<file path="src/rtl/mdio_phy_responder.sv">
`timescale 1ns/1ps
// Clause 22 MDIO management responder: oversamples MDC/MDIO on clk, decodes frames
// addressed to PHY_ADDR and bridges them onto a 32 x 16-bit register-file port.
module mdio_phy_responder #(
  parameter logic [4:0] PHY_ADDR     = 5'd1,
  parameter int         PREAMBLE_LEN = 32,
  parameter int         SYNC_STAGES  = 2
) (
  input  logic        clk,
  input  logic        reset,
  input  logic        mdc,
  input  logic        mdio_i,
  output logic        mdio_o,
  output logic        mdio_oe,
  output logic [4:0]  reg_addr,
  output logic        reg_re,
  input  logic [15:0] reg_rdata,
  output logic        reg_we,
  output logic [15:0] reg_wdata,
  output logic        busy,
  output logic        frame_err
);

  localparam int            PW      = $clog2(PREAMBLE_LEN + 1);
  localparam logic [PW-1:0] PRE_MAX = PW'(PREAMBLE_LEN);
  localparam logic [PW-1:0] PRE_ONE = PW'(1);

  typedef enum logic [2:0] {
    S_IDLE, S_ST2, S_OP, S_PHYAD, S_REGAD, S_TA, S_DATA
  } state_t;

  logic [SYNC_STAGES-1:0] mdc_sync, mdio_sync;
  logic                   mdc_d, mdc_s, mdio_s, mdc_rise, mdc_fall;

  always_ff @(posedge clk or posedge reset) begin
    if (reset) begin
      mdc_sync  <= '0;
      mdio_sync <= '0;
      mdc_d     <= 1'b0;
    end else begin
      // NOTE: non-blocking assignments make each stage take the previous stage's old value.
      mdc_sync  <= {mdc_sync[SYNC_STAGES-2:0], mdc};
      mdio_sync <= {mdio_sync[SYNC_STAGES-2:0], mdio_i};
      mdc_d     <= mdc_sync[SYNC_STAGES-1];
    end
  end

  assign mdc_s    = mdc_sync[SYNC_STAGES-1];
  assign mdio_s   = mdio_sync[SYNC_STAGES-1];
  assign mdc_rise = mdc_s & ~mdc_d;
  assign mdc_fall = ~mdc_s & mdc_d;

  state_t        state, state_n;
  logic [4:0]    bit_cnt, bit_cnt_n;
  logic [PW-1:0] pre_cnt, pre_cnt_n;
  logic [15:0]   shreg, shreg_n, shift_in;
  logic          op_rd, op_rd_n, match, match_n, rd_pend;
  logic          mdio_o_n, mdio_oe_n, reg_re_n, reg_we_n, busy_n, frame_err_n;
  logic [4:0]    reg_addr_n;
  logic [15:0]   reg_wdata_n;

  assign shift_in = {shreg[14:0], mdio_s};

  always_ff @(posedge clk or posedge reset) begin
    if (reset) begin
      state     <= S_IDLE;
      bit_cnt   <= '0;
      pre_cnt   <= '0;
      shreg     <= '0;
      op_rd     <= 1'b0;
      match     <= 1'b0;
      rd_pend   <= 1'b0;
      mdio_o    <= 1'b0;
      mdio_oe   <= 1'b0;
      reg_addr  <= '0;
      reg_re    <= 1'b0;
      reg_we    <= 1'b0;
      reg_wdata <= '0;
      busy      <= 1'b0;
      frame_err <= 1'b0;
    end else begin
      state     <= state_n;
      bit_cnt   <= bit_cnt_n;
      pre_cnt   <= pre_cnt_n;
      shreg     <= shreg_n;
      op_rd     <= op_rd_n;
      match     <= match_n;
      rd_pend   <= reg_re;
      mdio_o    <= mdio_o_n;
      mdio_oe   <= mdio_oe_n;
      reg_addr  <= reg_addr_n;
      reg_re    <= reg_re_n;
      reg_we    <= reg_we_n;
      reg_wdata <= reg_wdata_n;
      busy      <= busy_n;
      frame_err <= frame_err_n;
    end
  end

  always_comb begin
    // NOTE: every variable gets a default first, so no path through the case infers a latch.
    state_n     = state;
    bit_cnt_n   = bit_cnt;
    pre_cnt_n   = pre_cnt;
    shreg_n     = shreg;
    op_rd_n     = op_rd;
    match_n     = match;
    mdio_o_n    = mdio_o;
    mdio_oe_n   = mdio_oe;
    reg_addr_n  = reg_addr;
    reg_re_n    = 1'b0;
    reg_we_n    = 1'b0;
    reg_wdata_n = reg_wdata;
    busy_n      = busy;
    frame_err_n = 1'b0;

    // Read data arrives the clk after the strobe; load it well before TA ends.
    if (rd_pend) shreg_n = reg_rdata;

    if (mdc_rise) begin
      case (state)
        S_IDLE: begin
          if (mdio_s) begin
            if (pre_cnt != PRE_MAX) pre_cnt_n = pre_cnt + PRE_ONE;
          end else begin
            if (pre_cnt == PRE_MAX) begin
              state_n = S_ST2;
              busy_n  = 1'b1;
            end
            pre_cnt_n = '0;
          end
        end
        S_ST2: begin
          bit_cnt_n = '0;
          if (mdio_s) begin
            state_n = S_OP;
          end else begin
            frame_err_n = 1'b1;
            busy_n      = 1'b0;
            state_n     = S_IDLE;
          end
        end
        S_OP: begin
          shreg_n   = shift_in;
          bit_cnt_n = bit_cnt + 5'd1;
          if (bit_cnt == 5'd1) begin
            bit_cnt_n = '0;
            if (shift_in[1:0] == 2'b10 || shift_in[1:0] == 2'b01) begin
              op_rd_n = shift_in[1];
              state_n = S_PHYAD;
            end else begin
              frame_err_n = 1'b1;
              busy_n      = 1'b0;
              state_n     = S_IDLE;
            end
          end
        end
        S_PHYAD: begin
          shreg_n   = shift_in;
          bit_cnt_n = bit_cnt + 5'd1;
          if (bit_cnt == 5'd4) begin
            bit_cnt_n = '0;
            match_n   = (shift_in[4:0] == PHY_ADDR);
            state_n   = S_REGAD;
          end
        end
        S_REGAD: begin
          shreg_n   = shift_in;
          bit_cnt_n = bit_cnt + 5'd1;
          if (bit_cnt == 5'd4) begin
            bit_cnt_n  = '0;
            reg_addr_n = shift_in[4:0];
            reg_re_n   = op_rd & match;
            state_n    = S_TA;
          end
        end
        S_TA: begin
          bit_cnt_n = bit_cnt + 5'd1;
          if (bit_cnt == 5'd1) begin
            bit_cnt_n = '0;
            state_n   = S_DATA;
          end
        end
        S_DATA: begin
          if (!op_rd) begin
            shreg_n   = shift_in;
            bit_cnt_n = bit_cnt + 5'd1;
            if (bit_cnt == 5'd15) begin
              if (match) begin
                reg_wdata_n = shift_in;
                reg_we_n    = 1'b1;
              end
              bit_cnt_n = '0;
              pre_cnt_n = '0;
              busy_n    = 1'b0;
              state_n   = S_IDLE;
            end
          end else if (bit_cnt != 5'd16) begin
            bit_cnt_n = bit_cnt + 5'd1;
          end
        end
        default: state_n = S_IDLE;
      endcase
    end else if (mdc_fall) begin
      if (state == S_TA && bit_cnt == 5'd1 && op_rd && match) begin
        mdio_oe_n = 1'b1;
        mdio_o_n  = 1'b0;
      end else if (state == S_DATA && op_rd) begin
        if (bit_cnt != 5'd16) begin
          if (match) mdio_o_n = shreg[15];
          shreg_n = {shreg[14:0], 1'b0};
        end else begin
          // A read ends on the falling edge after D0 so the bus is released cleanly.
          mdio_oe_n = 1'b0;
          mdio_o_n  = 1'b0;
          bit_cnt_n = '0;
          pre_cnt_n = '0;
          busy_n    = 1'b0;
          state_n   = S_IDLE;
        end
      end
    end
  end

endmodule

</file>
<file path="config.mk">
export PLATFORM = sky130hd
export DESIGN_NAME = mdio_phy_responder
export DESIGN_NICKNAME = d
export VERILOG_FILES = /design/src/rtl/mdio_phy_responder.sv
export SDC_FILE = /design/constraint.sdc
export NUM_CORES = 1
export LEC_CHECK = 0
export BUFFER_PORTS_ARGS = -buffer_cell sky130_fd_sc_hd__buf_2
export CAP_MARGIN = 15
export CORE_MARGIN = 5
export CORE_UTILIZATION = 64
export CTS_BUF_LIST = sky130_fd_sc_hd__clkbuf_2
export DETAILED_ROUTE_END_ITERATION = 8
export PLACE_DENSITY_LB_ADDON = 0.1
export REMOVE_ABC_BUFFERS = 1
export SYNTH_ARGS = -nofsm -noshare
export SYNTH_HDL_FRONTEND = slang
export SYNTH_SLANG_ARGS = --single-unit
</file>
<file path="constraint.sdc">
create_clock -name clk -period 3.8 [get_ports clk]
set_clock_uncertainty 0.05 [all_clocks]
set_input_delay 0.38 -clock clk [delete_from_list [all_inputs] [get_ports clk]]
set_output_delay 0.38 -clock clk [all_outputs]
set_load 0.05 [all_outputs]
</file>
==> run summary <==
run status: finished, final reports clean
Skew-Pair Late Insertion Delay: 0.49 ns
library cell contributing the largest single delay on the critical path: nand3_1
worst reg2reg setup slack: 1.16 ns
Final Max Tran Viols: 0
part of the Yosys area used for sequential elements: 0.496
startpoint type of the worst setup path: flip-flop
unrepaired setup endpoints after global routing: false
DP Area: 3560 sq um
min Tclk post-route: 2.64 ns
Core Box Area: 5040 sq um
antenna diode count: 0
setup total negative slack: 0 ns
routability cong.: 0.912
number of nets with antenna violations after routing: 0
destination of the critical timing path: reg_wdata[5]
wirelength, routed: 6730 microns
clock transition time at the flip-flop clock pins of the worst setup and hold paths: 0.19 ns
library cell appearing most often on the critical path: inv_1
count of port buffers added during placement: 46
TritonCTS Sinks: 65
worst setup path startpoint: mdc_d
DRC marker count from the first detailed-route iteration: 156
Worst IR Drop VDD: 0.247 mV
global-route wire length before repair: 11200 microns
R2R cell count: 6
switching power: 361 uW
Final Cycle Share: 0.695
CP required: 4.14 ns
die outline width: 81.6 microns
area of the die: 6660 sq um
final layout net count: 390
count of endpoints failing setup in the final report: 0
highest attainable clock frequency: 0.379 GHz
switching power as a share of total power: 0.285
fraction of final layout cells with drive strength greater than 1: 0.280
post-cts gate resize count: 0
fraction of post-synthesis cell area in the top cell type by area: 0.496
Detail Placement HPWL: 4690 microns
main flop type after synthesis: dfrtp_1
buffer depth of the longest clock path: 2
Worst Tran Pin Value: 0.973 ns
cell area after technology mapping: 3280 sq um
cells along the critical path: inv_1 -> ha_1 -> inv_1 -> nor2_1 -> nand3_1 -> mux2_2
overall via count from detail_route: 2503
endpoint arrival time on the critical path: 2.98 ns
Worst setup EP type: flip-flop
die height: 81.6 microns
initial antenna violation count: 0
number of detailed-route iterations in the first pass: 5
share of synthesized flip-flops with an asynchronous set or reset: 1.00
cell chosen for the clock root: clkbuf_2
final global-route overflow total: 0
initial core utilization: 0.651
total setup buffers inserted after CTS: 0
CP max stage delay: 0.65 ns
Logic pwr share: 0.103
DR WL/cell: 15.5 microns
Critical R2R Launch: mdc_d
power density over cell area: 343 nW/um^2
flop and latch count out of synthesis: 65
number of distinct standard cells referenced by the synthesized netlist: 54
sequential share of power: 0.587
number of enable-type register cells in the synthesized netlist: 0
Clock Power Share: 0.310
maximum fanout along the worst path: 18
pin count of the biggest net entering global routing: 49
worst min path class: primary input to async pin
synthesized area divided by synthesized cell count: 10.5 sq um
vias in the first global route: 2328
maxcap violations: 0
Int Pwr: 904 uW
post-route cell area: 3690 sq um
total leakage power: 1.71 nW
boundary pin count: 47
top cells by area in the synthesized netlist: dfrtp_1 50%, mux2_2 6.5%, mux2i_1 5.8%
overall track demand over capacity in global routing: 0.223
endpoint of the worst register-to-register path: reg_wdata[5]
post-synthesis cell type with the largest combined area: dfrtp_1
vias per cell: 5.77
Worst Setup Path Type: flip-flop to flip-flop
Max-Slew Margin vs Limit: 0.350
row cnt: 26
Area Overhead vs Synth: 12.4%
H-tree depth reported by CTS: 3
Synth Instances: 312
TritonCTS buffer count: 9
Hold Vio Cnt, Final: 0
total DRC errors in the routed layout: 0
clock tree from TritonCTS: yes
Yosys warnings: 0
[worst min path at each step]
stage            startpoint             to  slack [ns]  cells past startpoint
4_1_cts               reset  reg_wdata[12]        0.05                      2
3_5_place_dp   mdio_sync[0]   mdio_sync[1]        0.29                      0
5_1_grt        reg_rdata[3]       shreg[3]        0.10                      3
3_3_place_gp    mdc_sync[0]    mdc_sync[1]        0.29                      0
2_1_floorplan   mdc_sync[0]    mdc_sync[1]        0.28                      0
6_report              reset     bit_cnt[3]        0.03                      2
[area by class of cell]
cell class / count / area [sq um]
inverter: 19 / 71.3
timing repair buffer: 50 / 265
sequential: 65 / 1630
fill: 381 / 1360
multi-input combinational: 215 / 1530
clock buffer: 9 / 45.0
clock inverter: 6 / 60.1
tap: 70 / 87.6
[sequential cells by signal, summed over array words and instances, names as in the netlist]
name,flops
mdio_sync,2
busy,1
state,3
reg_addr,5
pre_cnt,6
op_rd,1
mdc_sync,2
mdc_d,1
shreg,16
mdio_oe,1
match,1
reg_we,1
rd_pend,1
reg_re,1
mdio_o,1
bit_cnt,5
frame_err,1
reg_wdata,16
[power by group through the flow]
stage               Sequential (mW)  Clock (mW)  Combinational (mW)
detailed placement            0.754           0               0.128
global route                  0.746       0.432               0.146
finish                        0.742       0.392               0.130
floorplan                     0.754           0              0.0814
global placement              0.752           0               0.125
CTS                           0.741       0.401               0.130
[Yosys cell counts (2+ instances only)]
cell type,number
inv_1,19
nor2b_1,4
nor3_1,5
o21ai_1,10
ha_1,10
or2_2,2
mux2_2,19
or2b_2,2
clkbuf_1,10
o21ai_0,18
o31ai_1,5
nand2_1,15
o211ai_1,5
nor2_1,32
nor3b_2,2
a21o_1,2
dfrtp_1,65
nand3_1,12
and2b_2,2
mux2i_1,19
a21oi_1,18
and3_1,3
nand4_1,2
[kinds of logic after synthesis]
family                   share of synthesized area
adder cells (fa/ha/maj)                     0.0381
AND/OR/NAND/NOR                              0.164
AO/OA/AOI/OAI                                0.136
multiplexers                                 0.127
flip-flops                                   0.496
buffers and inverters                       0.0397
[placed cells by master, fill, tap and decap left out, drive strengths merged, types with 2 or more instances in the layout]
cell | synthesis | final
nor2b | 4 | 4
mux2i | 19 | 19
and2b | 2 | 2
nand4 | 3 | 3
a21oi | 19 | 19
ha | 10 | 10
or2b | 2 | 2
and2 | 2 | 2
nand3 | 12 | 12
and3 | 4 | 4
nor3b | 2 | 2
dfrtp | 65 | 65
o211ai | 5 | 5
o2111ai | 2 | 2
buf | 2 | 48
mux2 | 20 | 20
a21o | 2 | 2
o21ai | 28 | 28
o31ai | 6 | 6
nor2 | 32 | 32
nand2 | 15 | 15
clkbuf | 11 | 9
inv | 19 | 19
clkinv | 0 | 4
nor3 | 5 | 5
dlygate4sd3 | 0 | 2
or2 | 2 | 2
[stage by stage]
step                 util  setup WS, ns  instances  power, mW  hold slack (ns)
floorplan               -          1.27        299      0.835            0.281
global placement    0.706          1.26        417      0.877            0.286
detailed placement  0.706          1.17        417      0.882            0.288
CTS                 0.731          1.19        434       1.27           0.0520
global route        0.731         0.984        434       1.32            0.102
finish              0.731          1.16        434       1.26           0.0317
[what timing repair did]
action | CTS | global route
endpoints found under the setup margin | 0 | 0
hold endpoints to repair | 2 | 0
hold buffers | 2 | 0
[critical path: cells and delay by family (launching register included)]
| family | cells | cell delay, ns |
|---|---|---|
| adders and majority gates | 1 | 0.45 |
| buffers and inverters | 2 | 0.22 |
| DFF | 1 | 0.43 |
| and+or+nand+nor | 2 | 0.84 |
| muxes | 1 | 0.53 |
[layer usage]
| metal | share of wire | track usage |
|---|---|---|
| met1 | 0.46 | 0.311 |
| met2 | 0.47 | 0.339 |
| met3 | 0.062 | 0.0439 |
| met4 | 0.012 | 0.0997 |
| met5 | 0 | 0 |
Power figures use the tool's default switching activity.
